## config.mk

```make
export PLATFORM = sky130hd
export DESIGN_NAME = mult_issue_ctrl
export DESIGN_NICKNAME = d
export VERILOG_FILES = /design/src/rtl/mult_issue_ctrl.sv
export SDC_FILE = /design/constraint.sdc
export NUM_CORES = 1
export LEC_CHECK = 0
export CAP_MARGIN = 25
export CORE_MARGIN = 5
export CORE_UTILIZATION = 45
export CTS_BUF_LIST = sky130_fd_sc_hd__clkbuf_16
export CTS_CLUSTER_SIZE = 28
export DETAILED_ROUTE_END_ITERATION = 10
export DONT_BUFFER_PORTS = 1
export PLACE_DENSITY = 0.65
export SETUP_SLACK_MARGIN = 0.02
export SLEW_MARGIN = 25
export SYNTH_ARGS = -nofsm -noshare
export SYNTH_HDL_FRONTEND = slang
export SYNTH_SLANG_ARGS = --single-unit
```

## constraint.sdc

```tcl
create_clock -name clk -period 3.6 [get_ports clk]
set_clock_uncertainty 0.2 [all_clocks]
set_input_delay 0.72 -clock clk [delete_from_list [all_inputs] [get_ports clk]]
set_output_delay 0.72 -clock clk [all_outputs]
set_load 0.01 [all_outputs]
```

## src/rtl/mult_issue_ctrl.sv

```systemverilog
`timescale 1ns/1ps
// Issue stage for the iterative multiplier: queues operand pairs,
// issues them one at a time, and returns products on a valid/ready port.
//
// Ports:
//   clk, resetb            clock, asynchronous active-low reset
//   in_valid/in_ready      operand handshake; in_a, in_b operands
//   mul_start/ain/bin      registered issue to the multiplier
//   mul_done/mul_yout      multiplier status and product
//   out_valid/out_ready    result handshake; out_y captured product
//   count, busy, err       occupancy, not-idle, sticky watchdog error
module mult_issue_ctrl #(
  parameter int N        = 16,
  parameter int DEPTH    = 4,
  parameter int AW       = 2,
  parameter int WD_LIMIT = 40
) (
  input  logic           clk,
  input  logic           resetb,
  input  logic           in_valid,
  output logic           in_ready,
  input  logic [N-1:0]   in_a,
  input  logic [N-1:0]   in_b,
  output logic           mul_start,
  output logic [N-1:0]   mul_ain,
  output logic [N-1:0]   mul_bin,
  input  logic           mul_done,
  input  logic [2*N-1:0] mul_yout,
  output logic           out_valid,
  input  logic           out_ready,
  output logic [2*N-1:0] out_y,
  output logic [AW:0]    count,
  output logic           busy,
  output logic           err
);

  localparam int WW = $clog2(WD_LIMIT + 1);
  localparam logic [AW:0]   L_DEPTH = DEPTH[AW:0];
  localparam logic [WW-1:0] L_WD    = WD_LIMIT[WW-1:0];

  typedef enum logic [1:0] {
    S_IDLE,
    S_WAIT_LOW,
    S_WAIT_DONE,
    S_HOLD
  } state_t;

  state_t           r_state;
  logic [2*N-1:0]   r_mem [DEPTH];
  logic [AW-1:0]    r_wptr;
  logic [AW-1:0]    r_rptr;
  logic [AW:0]      r_count;
  logic [WW-1:0]    r_wd;
  logic             r_start;
  logic [N-1:0]     r_ain;
  logic [N-1:0]     r_bin;
  logic             r_out_valid;
  logic [2*N-1:0]   r_out_y;
  logic             r_err;

  logic             w_in_ready;
  logic             w_push;
  logic             w_issue;
  logic [2*N-1:0]   w_head;
  logic [WW-1:0]    w_wd_next;

  assign w_in_ready = (r_count < L_DEPTH);
  assign w_push     = in_valid && w_in_ready;
  // One result in flight: never issue while a product awaits pickup.
  assign w_issue    = (r_state == S_IDLE) && (r_count != '0)
                      && mul_done && !r_out_valid;
  assign w_head     = r_mem[r_rptr];
  assign w_wd_next  = r_wd + WW'(1);

  always_ff @(posedge clk) begin
    if (w_push) begin
      r_mem[r_wptr] <= {in_a, in_b};
    end
  end

  always_ff @(posedge clk or negedge resetb) begin
    if (!resetb) begin
      r_wptr  <= '0;
      r_rptr  <= '0;
      r_count <= '0;
    end else begin
      if (w_push) begin
        r_wptr <= r_wptr + AW'(1);
      end
      if (w_issue) begin
        r_rptr <= r_rptr + AW'(1);
      end
      unique case ({w_push, w_issue})
        2'b10:   r_count <= r_count + (AW+1)'(1);
        2'b01:   r_count <= r_count - (AW+1)'(1);
        default: r_count <= r_count;
      endcase
    end
  end

  always_ff @(posedge clk or negedge resetb) begin
    if (!resetb) begin
      r_state     <= S_IDLE;
      r_wd        <= '0;
      r_start     <= 1'b0;
      r_ain       <= '0;
      r_bin       <= '0;
      r_out_valid <= 1'b0;
      r_out_y     <= '0;
      r_err       <= 1'b0;
    end else begin
      if (r_out_valid && out_ready) begin
        r_out_valid <= 1'b0;
      end
      unique case (r_state)
        S_IDLE: begin
          if (w_issue) begin
            r_start <= 1'b1;
            r_ain   <= w_head[2*N-1:N];
            r_bin   <= w_head[N-1:0];
            r_wd    <= '0;
            r_state <= S_WAIT_LOW;
          end
        end
        S_WAIT_LOW: begin
          // r_start high marks the first cycle; done then is stale.
          r_start <= 1'b0;
          r_wd    <= w_wd_next;
          if (w_wd_next == L_WD) begin
            r_err   <= 1'b1;
            r_state <= S_HOLD;
          end else if (!r_start && !mul_done) begin
            r_state <= S_WAIT_DONE;
          end
        end
        S_WAIT_DONE: begin
          r_wd <= w_wd_next;
          if (mul_done) begin
            r_out_y     <= mul_yout;
            r_out_valid <= 1'b1;
            r_state     <= S_IDLE;
          end else if (w_wd_next == L_WD) begin
            r_err   <= 1'b1;
            r_state <= S_HOLD;
          end
        end
        S_HOLD: begin
          r_start <= 1'b0;
          if (mul_done) begin
            r_state <= S_IDLE;
          end
        end
        default: r_state <= S_IDLE;
      endcase
    end
  end

  assign in_ready  = w_in_ready;
  assign mul_start = r_start;
  assign mul_ain   = r_ain;
  assign mul_bin   = r_bin;
  assign out_valid = r_out_valid;
  assign out_y     = r_out_y;
  assign count     = r_count;
  assign busy      = (r_state != S_IDLE);
  assign err       = r_err;

endmodule

```

==> results.py, run 1 <==
metrics = {
    "final_layout": {
        "utilization_pct": 50.6,
        "stdcell_count": 672,
        "design_area_sq_um": 8990,
        "nFillCells": 1477,
        "antenna_cells": 0,
        "multi_input_area_sq_um": 2020,
        "nNetsFinal": 508,
        "seqCellArea_sq_um": 5900,
        "drive_above_1_share_pct": 30.9,
        "synthToLayoutAreaGrowth_pct": 11.6,
    },
    "power": {
        "vdd_drop_max_mv": 0.415,
        "pwr-share-seq_pct": 51.1,
        "p_total_mw": 7.77,
        "swShare_pct": 30.3,
        "combPwrFrac_pct": 22.7,
        "leakagePower_nw": 3.30,
        "powerDensity_nw_per_um2": 864,
        "p_sw_mw": 2.36,
        "p_int_mw": 5.41,
        "p_clk_share_pct": 26.2,
    },
    "clocking": {
        "post_cts_buffers": 0,
        "cts_made_buffers": 22,
        "cts_tree": "built",
        "ctsResizeCount": 0,
        "cts.sinks": 210,
        "clk_latency_ps": 500,
        "cts_hold_buf": 2,
        "clkTransAtPathRegs_ps": 60,
        "clock_path_buffers": 3,
        "cts_htree_levels": 1,
        "cts_root_buffer": "clkbuf_16",
    },
    "floorplanning": {
        "die_area_sq_um": 20700,
        "coreArea_sq_um": 17800,
        "ioPinCount": 141,
        "initial_core_util_pct": 45.3,
        "die_h_um": 144,
        "fp-row-count": 49,
        "die_w_um": 144,
    },
    "yosys": {
        "netlist_top_cells_area": "edfxtp_1 (48%), dfrtp_1 (25%), mux4_2 (8.9%)",
        "ys_seq_area_share_pct": 73.2,
        "synth_edf_count": 128,
        "syn-num-nets": 494,
        "synth_top_area_share_pct": 47.7,
        "synth.avg_cell_area_sq_um": 19.5,
        "synth_area_sq_um": 8050,
        "ys.flop_type": "edfxtp_1",
        "ys_ff_latch": 210,
        "yosys_warnings": 0,
        "synth_cell_type_count": 37,
        "yosysTopAreaCell": "edfxtp_1",
        "synthArstFlopShare_pct": 39.0,
        "postSynthCellCount": 413,
    },
    "worst_setup_path": {
        "crit_type": "reg2reg",
        "worst_path_max_delay_cell": "dfrtp_1",
        "endpoint_kind": "flop",
        "r2r_start": "r_state[0]$_DFFE_PN0P_",
        "path_cells": "inv_1 > ha_1 > inv_1 > nor4_4 > ha_1 > inv_1 > fa_1 > xor2_1 > nor2_1 > xnor2_1",
        "cpPeakStageDelay_ps": 410,
        "arrival_ps": 2740,
        "cp.required_ps": 3810,
        "crit_top_cell": "inv_1",
        "crit_path_start_kind": "flop",
        "worstPathMaxFanout": 5,
        "r2r_slack_ps": 1070,
        "crit_path_start": "r_state[0]$_DFFE_PN0P_",
    },
    "grt": {
        "first_global_vias": 4068,
        "antenna_found_initial": 0,
        "grt_pass1_wl_mm": 22.6,
        "track_usage_pct": 14.2,
        "grt_max_degree": 83,
        "grt_overflow": 0,
    },
    "timing": {
        "period_share_pct": 70.3,
        "finalSetupTns_ps": 0,
        "max_slew.worst_pin.slew_ps": 895,
        "fin_crit_ps": 2530,
        "clock.fmax_mhz": 395,
        "maxSlewHeadroom_pct": 40.4,
        "rsz0062_at_grt": "false",
        "fin_hold_ws_ps": 110,
        "setup_viol": 0,
        "fin_ws_ps": 1070,
        "final_hold_viol_count": 0,
        "slew_viol_final": 0,
    },
    "place": {
        "gp_congestion": 0.732,
        "hpwl_mm": 9.46,
        "post_dp_cell_area_sq_um": 8290,
        "portBuffers": 0,
        "dp_cells": 630,
        "pre_cts_slack_ps": 970,
    },
    "drt": {
        "drt_wl_total_mm": 14.8,
        "first_pass_iters": 4,
        "routed_via_density": 5.47,
        "ant_nets": 0,
        "routedWlPerCell_um": 22.0,
        "drt-initial-drc-count": 199,
        "vias": 3676,
        "route.detailed.drc": 0,
    },
    "run_status": {
        "status": "finished clean",
    },
    "min_path": {
        "hold_path_class": "in2reg",
        "hold_start": "in_b[14]",
    },
    "run": {
        "cap_violations": 0,
    },
}
critical path, delay by kind of cell, from the launching register on:
family | cells | cell delay, ps
buf+inv | 3 | 350
flops | 1 | 410
xor+xnor | 2 | 280
simple gates | 2 | 370
fa+ha+maj | 3 | 830
area by class of cell:
type                            count  share of cell area [%]
Sequential cell                   210                    65.6
Multi-Input combinational cell    172                    22.4
Clock buffer                       22                    6.12
Tap cell                          229                    3.19
Clock inverter                     18                    1.25
Timing Repair Buffer                6                   0.752
Inverter                           15                   0.626
cells by family after synthesis:
| group | share of synthesized area, % |
|---|---|
| and+or+nand+nor | 2.08 |
| DFF | 73.2 |
| adders and majority gates | 1.96 |
| xor gates and xnor gates | 0.653 |
| muxes | 18.1 |
| AOI/OAI and AO/OA | 2.16 |
| buffers and inverters | 1.79 |
layout by cell type (no fill, tap or decap), types with 2 or more instances in the layout:
cell / count
dfrtp_2: 2
and2_2: 4
nand3_1: 7
dfrtp_1: 80
inv_1: 24
o21ai_0: 9
edfxtp_1: 128
a21o_1: 3
nand2_1: 8
mux4_2: 32
mux2_2: 63
a21oi_1: 2
nor2_1: 4
buf_4: 4
xor2_1: 2
a22o_1: 3
clkinv_2: 2
mux2i_1: 2
ha_1: 11
xnor2_1: 4
clkinv_1: 3
clkbuf_16: 22
nor3_1: 3
synthesized netlist by cell type (2+ instances only):
library cell and count:
mux2i_1 2, nor2_1 4, xnor2_1 4, a21o_1 3, dfrtp_1 82, clkbuf_1 4, ha_1 11, and2_1 5
a22o_1 3, inv_1 14, nor3_1 3, buf_2 4, o21ai_0 9, nand2_1 8, edfxtp_1 128, buf_6 3
a21oi_1 2, xor2_1 2, nand3_1 7, buf_1 5, mux2_2 63, mux4_2 32
state kept, by name (all words and copies together) (netlist names):
register   count
mul_bin       16
err            1
r_wd           6
r_mem        128
out_y         32
r_state        2
mul_start      1
count          3
r_rptr         2
out_valid      1
r_wptr         2
mul_ain       16
power by group through the flow:
stage,registers (mW),logic (mW),clock network (mW)
3_5_place_dp,4.04,1.77,0
4_1_cts,4.00,1.80,2.10
2_1_floorplan,3.74,1.56,0
6_report,3.97,1.76,2.04
5_1_grt,4.07,1.95,2.20
3_3_place_gp,4.01,1.69,0
metal layers:
layer,vias up,GRT usage [%],routed length [um]
met5,-,0,0
met4,0,4.56,434
li1,1610,-,-
met3,31,5.86,1710
met1,1867,17.0,5660
met2,168,23.6,7010
path summary, 6_finish.rpt:
| check | end | cells after the start |
|---|---|---|
| worst max-delay path | count[2]$_DFFE_PN0P_ | 10 |
| worst min-delay path | r_mem[2][14]$_DFFE_PP_ | 0 |
| worst max register to register | count[2]$_DFFE_PN0P_ | 10 |
| worst min register to register | r_wd[5]$_DFFE_PN0P_ | 1 |
| max in group asynchronous | r_rptr[1]$_DFFE_PN0P_ | 2 |
| min in group asynchronous | r_wd[5]$_DFFE_PN0P_ | 2 |
No activity file was read; power rests on OpenSTA's default activity.
==> run 2: changes to the inputs <==
PLACE_DENSITY = 0.67   (was 0.65)
clock period = 2.2 ns   (was 3.6 ns; I/O delays follow)
==> results.py, run 2 (same netlist as run 1, synthesis figures left out) <==
metrics = {
    "timing": {
        "clock.fmax_mhz": 473,
        "slew_viol_final": 0,
        "setup_viol": 0,
        "period_share_pct": 96.1,
        "maxSlewHeadroom_pct": 74.4,
        "max_slew.worst_pin.slew_ps": 383,
        "fin_ws_ps": 86.4,
        "final_hold_viol_count": 82,
        "fin_hold_ws_ps": -561,
        "rsz0062_at_grt": "true",
        "fin_crit_ps": 2110,
    },
    "power": {
        "combPwrFrac_pct": 27.2,
        "p_clk_share_pct": 25.4,
        "leakagePower_nw": 3.69,
        "powerDensity_nw_per_um2": 1340,
        "swShare_pct": 30.1,
        "p_int_mw": 9.25,
        "pwr-share-seq_pct": 47.4,
        "vdd_drop_max_mv": 0.705,
        "p_sw_mw": 3.99,
        "p_total_mw": 13.2,
    },
    "grt": {
        "grt_max_degree": 83,
        "track_usage_pct": 14.9,
        "first_global_vias": 4393,
        "grt_pass1_wl_mm": 23.8,
        "antenna_found_initial": 0,
        "grt_overflow": 0,
    },
    "worst_setup_path": {
        "worst_path_max_delay_cell": "dfrtp_1",
        "crit_type": "reg2reg",
        "cp.required_ps": 2420,
        "endpoint_kind": "flop",
        "cp_top_family": "adder cells",
        "arrival_ps": 2340,
        "crit_path_start_kind": "flop",
        "critPathBufInv": 3,
        "worstPathMaxFanout": 2,
        "path_cells": "inv_2 > ha_4 > inv_4 > nor4_4 > ha_4 > inv_2 > fa_2 > xor2_1 > nor2_1 > xnor2_1",
        "r2r_slack_ps": 90,
        "cpPeakStageDelay_ps": 390,
    },
    "final_layout": {
        "drive_above_1_share_pct": 32.5,
        "nNetsFinal": 595,
        "final_common_cell": "edfxtp_1",
        "antenna_cells": 0,
        "design_area_sq_um": 9900,
        "largest_register_ffs": 128,
        "synthToLayoutAreaGrowth_pct": 22.9,
        "regMostFlops": "r_mem",
        "final_cell_mix": "edfxtp_1 (128), dfrtp_1 (80), dlygate4sd3_1 (65)",
        "utilization_pct": 55.7,
    },
    "clocking": {
        "cts.sinks": 210,
        "cts_htree_levels": 1,
        "cts_root_buffer": "clkbuf_16",
        "clock_path_buffers": 3,
        "cts_made_buffers": 22,
        "cts_hold_buf": 65,
        "cts_tree": "built",
        "clkTransAtPathRegs_ps": 60,
        "clk_latency_ps": 500,
    },
    "drt": {
        "route.detailed.drc": 0,
        "drt-initial-drc-count": 202,
        "first_pass_iters": 4,
        "vias": 4013,
        "drt_wl_total_mm": 15.6,
        "routedWlPerCell_um": 20.6,
        "routed_via_density": 5.29,
        "ant_nets": 0,
    },
    "place": {
        "hpwl_mm": 9.53,
        "post_dp_cell_area_sq_um": 8570,
        "gp_congestion": 0.712,
        "pre_cts_slack_ps": -173,
        "portBuffers": 0,
    },
    "floorplanning": {
        "die_h_um": 144,
        "initial_core_util_pct": 45.3,
        "die_w_um": 144,
        "ioPinCount": 141,
        "die_area_sq_um": 20700,
        "fp-row-count": 49,
        "coreArea_sq_um": 17800,
    },
    "run": {
        "cap_violations": 0,
    },
    "run_status": {
        "status": "finished with violations",
        "violations": "hold timing",
    },
    "min_path": {
        "hold_path_class": "in2async",
    },
}
[run 2: cell count changes in the layout (fill, tap and decap cells not counted), moves of 2 or more]
cell	change
inv_1	-11
clkinv_1	+2
ha_1	-2
buf_4	+17
clkinv_2	+5
ha_4	+2
buf_12	+6
inv_2	+3
dlygate4sd3_1	+64
[run 2: power by group through the flow]
stage | sequential [mW] | combinational [mW] | clock, mW
floorplan | 6.11 | 2.62 | 0
global placement | 6.31 | 3.40 | 0
detailed placement | 6.36 | 3.56 | 0
CTS | 6.29 | 3.69 | 3.45
global route | 6.41 | 3.95 | 3.62
finish | 6.28 | 3.60 | 3.36
[run 2: path summary, 6_finish.rpt]
kind	from	endpoint	cells past startpoint
max	r_state[1]$_DFFE_PN0P_	count[2]$_DFFE_PN0P_	10
max reg2reg	r_state[1]$_DFFE_PN0P_	count[2]$_DFFE_PN0P_	10
max in group asynchronous	resetb	r_rptr[1]$_DFFE_PN0P_	0
min	resetb	mul_ain[3]$_DFFE_PN0P_	0
min reg2reg	r_wd[5]$_DFFE_PN0P_	r_wd[5]$_DFFE_PN0P_	1
min in group clk	mul_done	out_valid$_DFF_PN0_	3
[run 2: layout make-up]
type	instances	area (sq um)
fillers	1343	7880
flip-flops and latches	210	5900
multi-input cells	172	2050
repair buffers	93	942
clock buffers	22	551
well taps	229	287
clock inverters	17	111
inverters	15	58.8
[run 2: metrics by stage]
stage | std cells | setup TNS, ps | hold WS (ps)
after floorplan | 413 | -807 | -55.6
after global placement | 654 | -689 | -50.5
after detailed placement | 654 | -2660 | -51.9
after CTS | 758 | 0 | -583
after global routing | 758 | -87.0 | -588
final | 758 | 0 | -561
[run 2: timing repair]
action / in CTS / in global routing
gates cloned: 0 / 0
setup buffers: 1 / 0
pin swaps: 4 / 0
setup endpoints to repair: 39 / 5
endpoints found under the hold margin: 243 / 82
gates resized for setup: 1 / 2
[run 2: worst reg2reg max path: stages (launching register included)]
cell and delay [ps]:
dfrtp_1 390, inv_2 80, ha_4 150, inv_4 40
nor4_4 240, ha_4 200, inv_2 40, fa_2 320
xor2_1 140, nor2_1 130, xnor2_1 130
[run 2: routing by layer]
layer / track usage [%] / share of wire [%]
met5: 0 / 0
met4: 4.96 / 2.8
met3: 4.56 / 8.7
met2: 26.4 / 51
met1: 17.3 / 38
==> run 3: changes to the inputs <==
CORE_UTILIZATION = 57   (was 45)
PLACE_DENSITY = 0.8   (was 0.67)
==> results.py, run 3 (same netlist as run 1, synthesis figures left out) <==
metrics = {
    "drt": {
        "drt-initial-drc-count": 232,
        "vias": 4031,
        "route.detailed.drc": 0,
        "ant_nets": 0,
        "first_pass_iters": 4,
        "routed_via_density": 5.69,
        "drt_wl_total_mm": 15.9,
        "routedWlPerCell_um": 22.5,
    },
    "grt": {
        "first_global_vias": 4553,
        "track_usage_pct": 19.6,
        "grt_max_degree": 83,
        "grt_overflow": 0,
        "grt_pass1_wl_mm": 25.0,
        "antenna_found_initial": 0,
    },
    "place": {
        "portBuffers": 0,
        "hpwl_mm": 9.69,
        "gp_congestion": 0.729,
    },
    "floorplanning": {
        "die_area_sq_um": 16600,
        "initial_core_util_pct": 58.0,
        "coreArea_sq_um": 13900,
        "fp-row-count": 43,
        "die_w_um": 129,
        "ioPinCount": 141,
        "die_h_um": 129,
    },
    "timing": {
        "rsz0062_at_grt": "true",
        "slew_viol_final": 0,
        "fin_crit_ps": 2170,
        "max_slew.worst_pin.slew_ps": 385,
        "setup_viol": 0,
        "clock.fmax_mhz": 460,
        "maxSlewHeadroom_pct": 74.4,
        "final_hold_viol_count": 82,
        "fin_hold_ws_ps": -560,
        "finalSetupTns_ps": 0,
        "period_share_pct": 98.7,
    },
    "run": {
        "cap_violations": 0,
    },
    "final_layout": {
        "drive_above_1_share_pct": 33.1,
        "antenna_cells": 0,
        "largest_register_ffs": 128,
        "nFillCells": 798,
        "final_cell_mix": "edfxtp_1 (128), dfrtp_1 (80), dlygate4sd3_1 (65)",
        "multi_input_area_sq_um": 2050,
        "nNetsFinal": 595,
        "seqCellArea_sq_um": 5900,
        "regMostFlops": "r_mem",
        "synthToLayoutAreaGrowth_pct": 24.2,
        "final_common_cell": "edfxtp_1",
    },
    "worst_setup_path": {
        "arrival_ps": 2390,
        "worst_path_max_delay_cell": "dfrtp_1",
        "r2r_start": "r_state[1]$_DFFE_PN0P_",
        "crit_path_start": "r_state[1]$_DFFE_PN0P_",
        "endpoint_kind": "flop",
        "path_cells": "inv_2 > ha_4 > inv_4 > nor4_4 > ha_4 > inv_2 > fa_2 > xor2_1 > nor2_1 > xnor2_1",
        "crit_type": "reg2reg",
        "cpPeakStageDelay_ps": 400,
        "crit_path_start_kind": "flop",
        "worstPathMaxFanout": 2,
        "cp.required_ps": 2410,
    },
    "clocking": {
        "clk_latency_ps": 490,
        "cts_root_buffer": "clkbuf_16",
        "cts_tree": "built",
        "cts_made_buffers": 21,
        "clkTransAtPathRegs_ps": 70,
        "clock_path_buffers": 3,
        "cts_hold_buf": 65,
        "cts.sinks": 210,
        "cts_htree_levels": 1,
    },
    "power": {
        "leakagePower_nw": 3.76,
        "vdd_drop_max_mv": 1.03,
        "powerDensity_nw_per_um2": 1390,
    },
    "min_path": {
        "hold_path_class": "in2async",
    },
    "run_status": {
        "violations": "hold timing",
        "status": "finished with violations",
    },
}
## run 3: cell types whose count changed in the layout (fill, tap and decap cells not counted), sizes merged
| cell | change |
|---|---|
| inv | +3 |
| bufinv | +6 |
| buf | +1 |
| clkbuf | -1 |
| clkinv | -9 |
## run 3: layer usage
metal	part of all wire, %	vias up	global-route usage [%]
met3	8.1	34	6.43
met1	35	2054	22.4
met5	0	-	0
met2	54	142	35.1
met4	2.6	0	6.24
li1	-	1801	-
## run 3: worst paths after layout
| path | end | slack, ps | cells after the start |
|---|---|---|---|
| worst max-delay path | count[2]$_DFFE_PN0P_ | 30 | 10 |
| worst min-delay path | mul_bin[9]$_DFFE_PN0P_ | -560 | 0 |
| worst max register to register | count[2]$_DFFE_PN0P_ | 30 | 10 |
| worst min register to register | r_wd[5]$_DFFE_PN0P_ | 330 | 1 |
| max in group asynchronous | r_rptr[1]$_DFFE_PN0P_ | 2200 | 0 |
| min in group clk | err$_DFFE_PN0P_ | 110 | 4 |
## run 3: layout make-up
| class | instances | share of cell area [%] |
|---|---|---|
| flip-flops and latches | 210 | 59.0 |
| inverters | 15 | 0.588 |
| multi-input cells | 172 | 20.5 |
| repair buffers | 94 | 9.75 |
| clock inverters | 17 | 2.65 |
| clock buffers | 21 | 5.26 |
| well taps | 180 | 2.25 |
## run 3: power by group
group | internal, mW | leakage [nW] | switching [mW]
Sequential | 5.31 | 2.14 | 1.00
Clock | 2.57 | 0.405 | 1.42
Combinational | 2.03 | 1.21 | 1.61
Total | 9.91 | 3.76 | 4.03
## run 3: repair_timing
action,in CTS,in global routing
gates resized for setup,1,2
buffers inserted,2,0
setup endpoints to repair,40,3
pin swaps,3,0
endpoints found under the hold margin,243,82
cloned,0,0
## run 3: worst max-delay path: cells and delay by family, from the launching register on
kind	cells	cell delay, ps
buf+inv	3	170
xor+xnor	2	280
flops	1	400
fa+ha+maj	3	670
simple gates	2	370
## run 3: metrics by stage
| stage | std cells | util (%) | instance area (sq um) | setup WS (ps) | total power, mW |
|---|---|---|---|---|---|
| floorplan | 413 | - | 8090 | -451 | 8.73 |
| detailed placement | 605 | 61.5 | 8540 | -141 | 9.89 |
| CTS | 709 | 72.0 | 9990 | 1.10 | 14.1 |
| global placement | 605 | 61.5 | 8540 | -61.0 | 9.67 |
| finish | 709 | 72.0 | 10000 | 27.9 | 13.9 |
| global route | 709 | 72.0 | 10000 | -82.4 | 14.7 |
